File: config.mk
export PLATFORM = sky130hd
export DESIGN_NAME = zipbus_watchdog
export DESIGN_NICKNAME = d
export VERILOG_FILES = /design/src/rtl/zipbus_watchdog.sv
export SDC_FILE = /design/constraint.sdc
export NUM_CORES = 1
export LEC_CHECK = 0
export CORE_MARGIN = 4
export CORE_UTILIZATION = 35
export DETAILED_ROUTE_END_ITERATION = 12
export PLACE_DENSITY = 0.8
export SYNTH_ARGS = -nofsm -noshare
export SYNTH_HDL_FRONTEND = slang
export SYNTH_SLANG_ARGS = --single-unit
File: constraint.sdc
create_clock -name i_clk -period 2.74 [get_ports i_clk]
set_input_delay 0.548 -clock i_clk [delete_from_list [all_inputs] [get_ports i_clk]]
set_output_delay 0.548 -clock i_clk [all_outputs]
set_load 0.05 [all_outputs]
File: src/rtl/zipbus_watchdog.sv
// Wishbone pipelined-bus watchdog between the CPU master port and the interconnect.
// Passes requests through combinationally, tracks outstanding requests and aborts hung cycles.
module zipbus_watchdog #(
    parameter int unsigned AW      = 30,
    parameter int unsigned DW      = 32,
    parameter int unsigned TIMEOUT = 1023,
    parameter int unsigned LGDEPTH = 5
) (
    input  logic            i_clk,
    input  logic            i_reset_n,
    input  logic            i_wb_cyc,
    input  logic            i_wb_stb,
    input  logic            i_wb_we,
    input  logic [AW-1:0]   i_wb_addr,
    input  logic [DW-1:0]   i_wb_data,
    input  logic [DW/8-1:0] i_wb_sel,
    output logic            o_wb_stall,
    output logic            o_wb_ack,
    output logic            o_wb_err,
    output logic [DW-1:0]   o_wb_data,
    output logic            o_m_cyc,
    output logic            o_m_stb,
    output logic            o_m_we,
    output logic [AW-1:0]   o_m_addr,
    output logic [DW-1:0]   o_m_data,
    output logic [DW/8-1:0] o_m_sel,
    input  logic            i_m_stall,
    input  logic            i_m_ack,
    input  logic            i_m_err,
    input  logic [DW-1:0]   i_m_data,
    output logic            o_timeout,
    output logic [AW-1:0]   o_fault_addr
);

    localparam int unsigned TW = $clog2(TIMEOUT + 1);
    localparam logic [LGDEPTH-1:0] MAX_OUT    = '1;
    localparam logic [TW-1:0]      TIMER_LAST = TW'(TIMEOUT - 1);

    typedef enum logic [1:0] {
        StIdle,
        StBusy,
        StAbort
    } state_t;

    state_t             r_state, w_state_next;
    logic [LGDEPTH-1:0] r_outstanding, w_outstanding_next;
    logic [TW-1:0]      r_timer, w_timer_next;
    logic [AW-1:0]      r_last_addr;
    logic [AW-1:0]      r_fault_addr;
    logic               r_timeout;

    logic w_full;
    logic w_aborted;
    logic w_pending;
    logic w_accept;
    logic w_resp;
    logic w_progress;
    logic w_abort;

    assign w_full    = (r_outstanding == MAX_OUT);
    assign w_aborted = (r_state == StAbort);
    assign w_pending = (r_outstanding != '0);

    // Reset gates the control outputs combinationally so they drop without a clock.
    assign o_m_cyc    = i_reset_n && i_wb_cyc && !w_aborted;
    assign o_m_stb    = i_reset_n && i_wb_stb && !w_full && !w_aborted;
    assign o_m_we     = i_wb_we;
    assign o_m_addr   = i_wb_addr;
    assign o_m_data   = i_wb_data;
    assign o_m_sel    = i_wb_sel;
    assign o_wb_data  = i_m_data;
    assign o_wb_stall = w_aborted || i_m_stall || w_full;

    assign w_accept   = o_m_stb && !i_m_stall;
    assign w_resp     = (i_m_ack || i_m_err) && w_pending && !w_aborted;
    assign w_progress = w_accept || w_resp;

    assign o_wb_ack     = i_reset_n && i_m_ack && w_pending && !w_aborted;
    assign o_wb_err     = i_reset_n && ((i_m_err && w_pending && !w_aborted) || r_timeout);
    assign o_timeout    = r_timeout;
    assign o_fault_addr = r_fault_addr;

    always_comb begin
        w_outstanding_next = r_outstanding;
        if (!i_wb_cyc || w_aborted) begin
            w_outstanding_next = '0;
        end else if (w_accept && !w_resp) begin
            w_outstanding_next = r_outstanding + LGDEPTH'(1);
        end else if (!w_accept && w_resp) begin
            w_outstanding_next = r_outstanding - LGDEPTH'(1);
        end
    end

    always_comb begin
        w_state_next = r_state;
        w_timer_next = r_timer;
        w_abort      = 1'b0;
        case (r_state)
            StIdle: begin
                w_timer_next = '0;
                if (i_wb_cyc) begin
                    w_state_next = StBusy;
                end
            end
            StBusy: begin
                if (!i_wb_cyc) begin
                    w_state_next = StIdle;
                    w_timer_next = '0;
                end else if (w_progress) begin
                    w_timer_next = '0;
                end else if (r_timer >= TIMER_LAST) begin
                    // Timer holds here; the abort leaves BUSY so it never wraps.
                    w_abort      = 1'b1;
                    w_state_next = StAbort;
                end else begin
                    w_timer_next = r_timer + TW'(1);
                end
            end
            StAbort: begin
                w_timer_next = '0;
                if (!i_wb_cyc) begin
                    w_state_next = StIdle;
                end
            end
            default: begin
                w_state_next = StIdle;
                w_timer_next = '0;
            end
        endcase
    end

    always_ff @(posedge i_clk or negedge i_reset_n) begin
        if (!i_reset_n) begin
            r_state       <= StIdle;
            r_outstanding <= '0;
            r_timer       <= '0;
            r_timeout     <= 1'b0;
            r_last_addr   <= '0;
            r_fault_addr  <= '0;
        end else begin
            r_state       <= w_state_next;
            r_outstanding <= w_outstanding_next;
            r_timer       <= w_timer_next;
            r_timeout     <= w_abort;
            if (w_accept) begin
                r_last_addr <= i_wb_addr;
            end
            if (w_abort) begin
                r_fault_addr <= r_last_addr;
            end
        end
    end

endmodule

==> impl_metrics.py <==
metrics = {
    "grt": {
        "grt_pass1_wl_um": 14400,
        "grt_antenna_before_repair": 0,
        "grtUsageMet3_pct": 4.35,
        "grt_use_total_pct": 12.8,
        "grt_max_degree": 54,
        "grt_remaining_overflow": 0,
        "grt_pass1_vias": 2746,
        "grt_util_met2_pct": 20.1,
        "busiest_layer": "met2",
        "grt_use_met1_pct": 15.0,
    },
    "cells_and_area": {
        "layout_commonest_cell": "dfrtp_1",
        "post-route-util_pct": 42.5,
        "final_nets": 482,
        "drive_gt1_share_pct": 37.6,
        "antenna_cells": 0,
        "instances_no_fill": 522,
        "syn2layout_area_growth_pct": 19.3,
        "final_cell_mix": "78 x dfrtp_1, 68 x clkdlybuf4s50_1, 50 x buf_4, 32 x mux2_2, 28 x mux2_4",
    },
    "clock_network": {
        "cts_buffers": 9,
        "insertion_delay_ns": 0.33,
        "clock-sinks": 78,
        "clkTransAtPathRegs_ns": 0.06,
        "cts_htree_levels": 3,
        "root_buffer": "clkbuf_16",
        "holdBufCountCts": 0,
        "cts_tree": "yes",
        "cts.path.max_buffers": 2,
    },
    "place": {
        "routabilityCongestion": 0.839,
        "place_inst": 503,
        "place_ws_ns": -0.183,
        "dp_hpwl_um": 6550,
        "port-buffer-count": 102,
    },
    "logic_synthesis": {
        "ys.warnings.count": 0,
        "syn_area_per_cell_um2": 12.4,
        "ys_seq_area_share_pct": 45.9,
        "async_reset_ff_share_pct": 100,
        "synth_nets": 455,
        "synth_seq_cells": 78,
        "synth_cells": 343,
        "synth_flop_cell": "dfrtp_1",
        "synth_edf_count": 0,
        "netlist-cell-type-count": 42,
        "synth_area_um2": 4260,
    },
    "die": {
        "dieArea_um2": 14000,
        "die_w_um": 118,
        "die_h_um": 118,
        "ios": 241,
        "rows": 40,
        "coreArea_um2": 12000,
        "start_util_pct": 35.6,
    },
    "sta": {
        "setup_ws_ns": 0.0519,
        "finalHoldViolCount": 0,
        "skew_ns": 0.00551,
        "max_freq_mhz": 372,
        "post-route-min-period_ns": 2.69,
        "hold_slack_ns": 0.288,
        "drv_slew": 0,
        "worst_pin_slew_ns": 0.669,
        "final.period_utilization_pct": 98.1,
        "slew-limit-headroom_pct": 55.4,
        "setup_viol": 0,
    },
    "detailed_routing": {
        "via_per_inst": 4.80,
        "wl_um": 8950,
        "via_count": 2508,
        "drtAntennaViolNets": 0,
        "route.detailed.drc": 0,
        "drt-pass1-iter-count": 4,
        "wire_per_inst_um": 17.1,
        "drt_iter0_drc": 78,
    },
    "critical_path": {
        "rrSetupSlack_ns": 0.05,
        "crit_slowest_cell": "or4_4",
        "start_kind": "flop",
        "critical_path.top_delay_family": "simple AND/OR/NAND/NOR gates",
        "max_stage_delay_ns": 0.58,
        "path_cells": "or4_4, o221ai_4, nand3_4, fa_2, a21o_1, a21o_1, and4_1, nor3_1, nor3b_2",
        "crit_top_cell": "a21o_1",
        "worstReg2RegStart": "r_outstanding[3]",
        "path_class": "reg2reg",
        "endpoint_kind": "flop",
        "r2r-end": "r_outstanding[4]",
        "crit_fanout": 4,
        "critPathArrivalTime_ns": 2.89,
        "reg2regPathDepth": 9,
        "crit_required_ns": 2.94,
        "path_buf_inv": 0,
    },
    "power": {
        "p_total_mw": 3.43,
        "leakagePower_nw": 2.30,
        "power_density_nw_per_um2": 676,
        "max-vdd-ir-drop_uv": 256,
    },
    "hold_path": {
        "worstHoldPathType": "in2async",
    },
    "flow_run": {
        "drv_cap": 0,
    },
    "status": {
        "status": "completed",
    },
}
==> worst max-delay path by stage <==
stage                      from          endpoint  depth (start not counted)
4_1_cts        r_outstanding[3]  r_outstanding[4]                          9
3_3_place_gp           i_wb_stb  r_outstanding[4]                         10
2_1_floorplan  r_outstanding[0]  r_outstanding[4]                          9
3_5_place_dp           i_wb_stb  r_outstanding[4]                         10
5_1_grt        r_outstanding[3]  r_outstanding[4]                          9
6_report       r_outstanding[3]  r_outstanding[4]                          9
==> power breakdown <==
part,internal (mW),switching (mW)
Clock,0.732,0.451
Sequential,1.27,0.0713
Combinational,0.452,0.459
Total,2.45,0.982
==> registers in the layout, indices dropped and copies added (netlist names) <==
signal         cells
o_timeout          1
o_fault_addr      30
r_outstanding      5
r_timer           10
r_last_addr       30
r_state            2
==> what timing repair did <==
action                                  CTS  global route
gates resized for setup                   1             4
setup buffers                             0             3
pin swaps                                 0             8
endpoints found under the setup margin    1             1
==> Yosys cell counts, types with 2 or more instances <==
cell type	count	area [µm²]
o21ai_0	2	10.0
nand2_1	7	26.3
xnor2_1	2	17.5
inv_1	3	11.3
nand2b_1	2	12.5
mux2_4	28	420
xor2_1	5	43.8
nor2b_1	2	12.5
nor3_1	2	10.0
buf_2	4	20.0
nand4_1	4	25.0
buf_4	99	743
nand3_1	7	35.0
a21o_1	8	60.1
dfrtp_1	78	1950
ha_1	5	62.6
a21oi_1	8	40.0
buf_12	3	60.1
a31oi_1	2	12.5
mux2_2	32	360
nor2_1	14	52.6
and3_1	6	37.5
==> final cells by class <==
cell class / instances / area, µm²
fillers: 1094 / 6880
flip-flops and latches: 78 / 1950
multi-input cells: 155 / 1480
repair buffers: 123 / 1160
clock buffers: 13 / 250
well taps: 147 / 184
clock inverters: 3 / 43.8
inverters: 3 / 11.3
==> layer usage <==
layer / vias to the layer above / wire length [µm]
li1: 1125 / -
met1: 1206 / 3520
met2: 120 / 4310
met3: 57 / 755
met4: 0 / 371
met5: - / 0
==> cell families (layout without fill, tap and decap cells) <==
group                      Yosys count  after routing  synth area share (%)
AOI/OAI and AO/OA                   29             29                  5.41
xor gates and xnor gates             7              7                  1.44
adders and majority gates            6              6                  1.94
buffers and inverters              110            142                  19.7
DFF                                 78             78                  45.9
muxes                               61             61                  18.6
and+or+nand+nor                     52             52                  7.06
==> through the flow <==
step,area [µm²],setup TNS [ns]
after floorplan,4260,0
after global placement,4750,-0.0163
after detailed placement,4750,-0.235
after CTS,5040,0
after global routing,5080,-0.0314
final,5080,0
No activity file was read; power rests on OpenSTA's default activity.
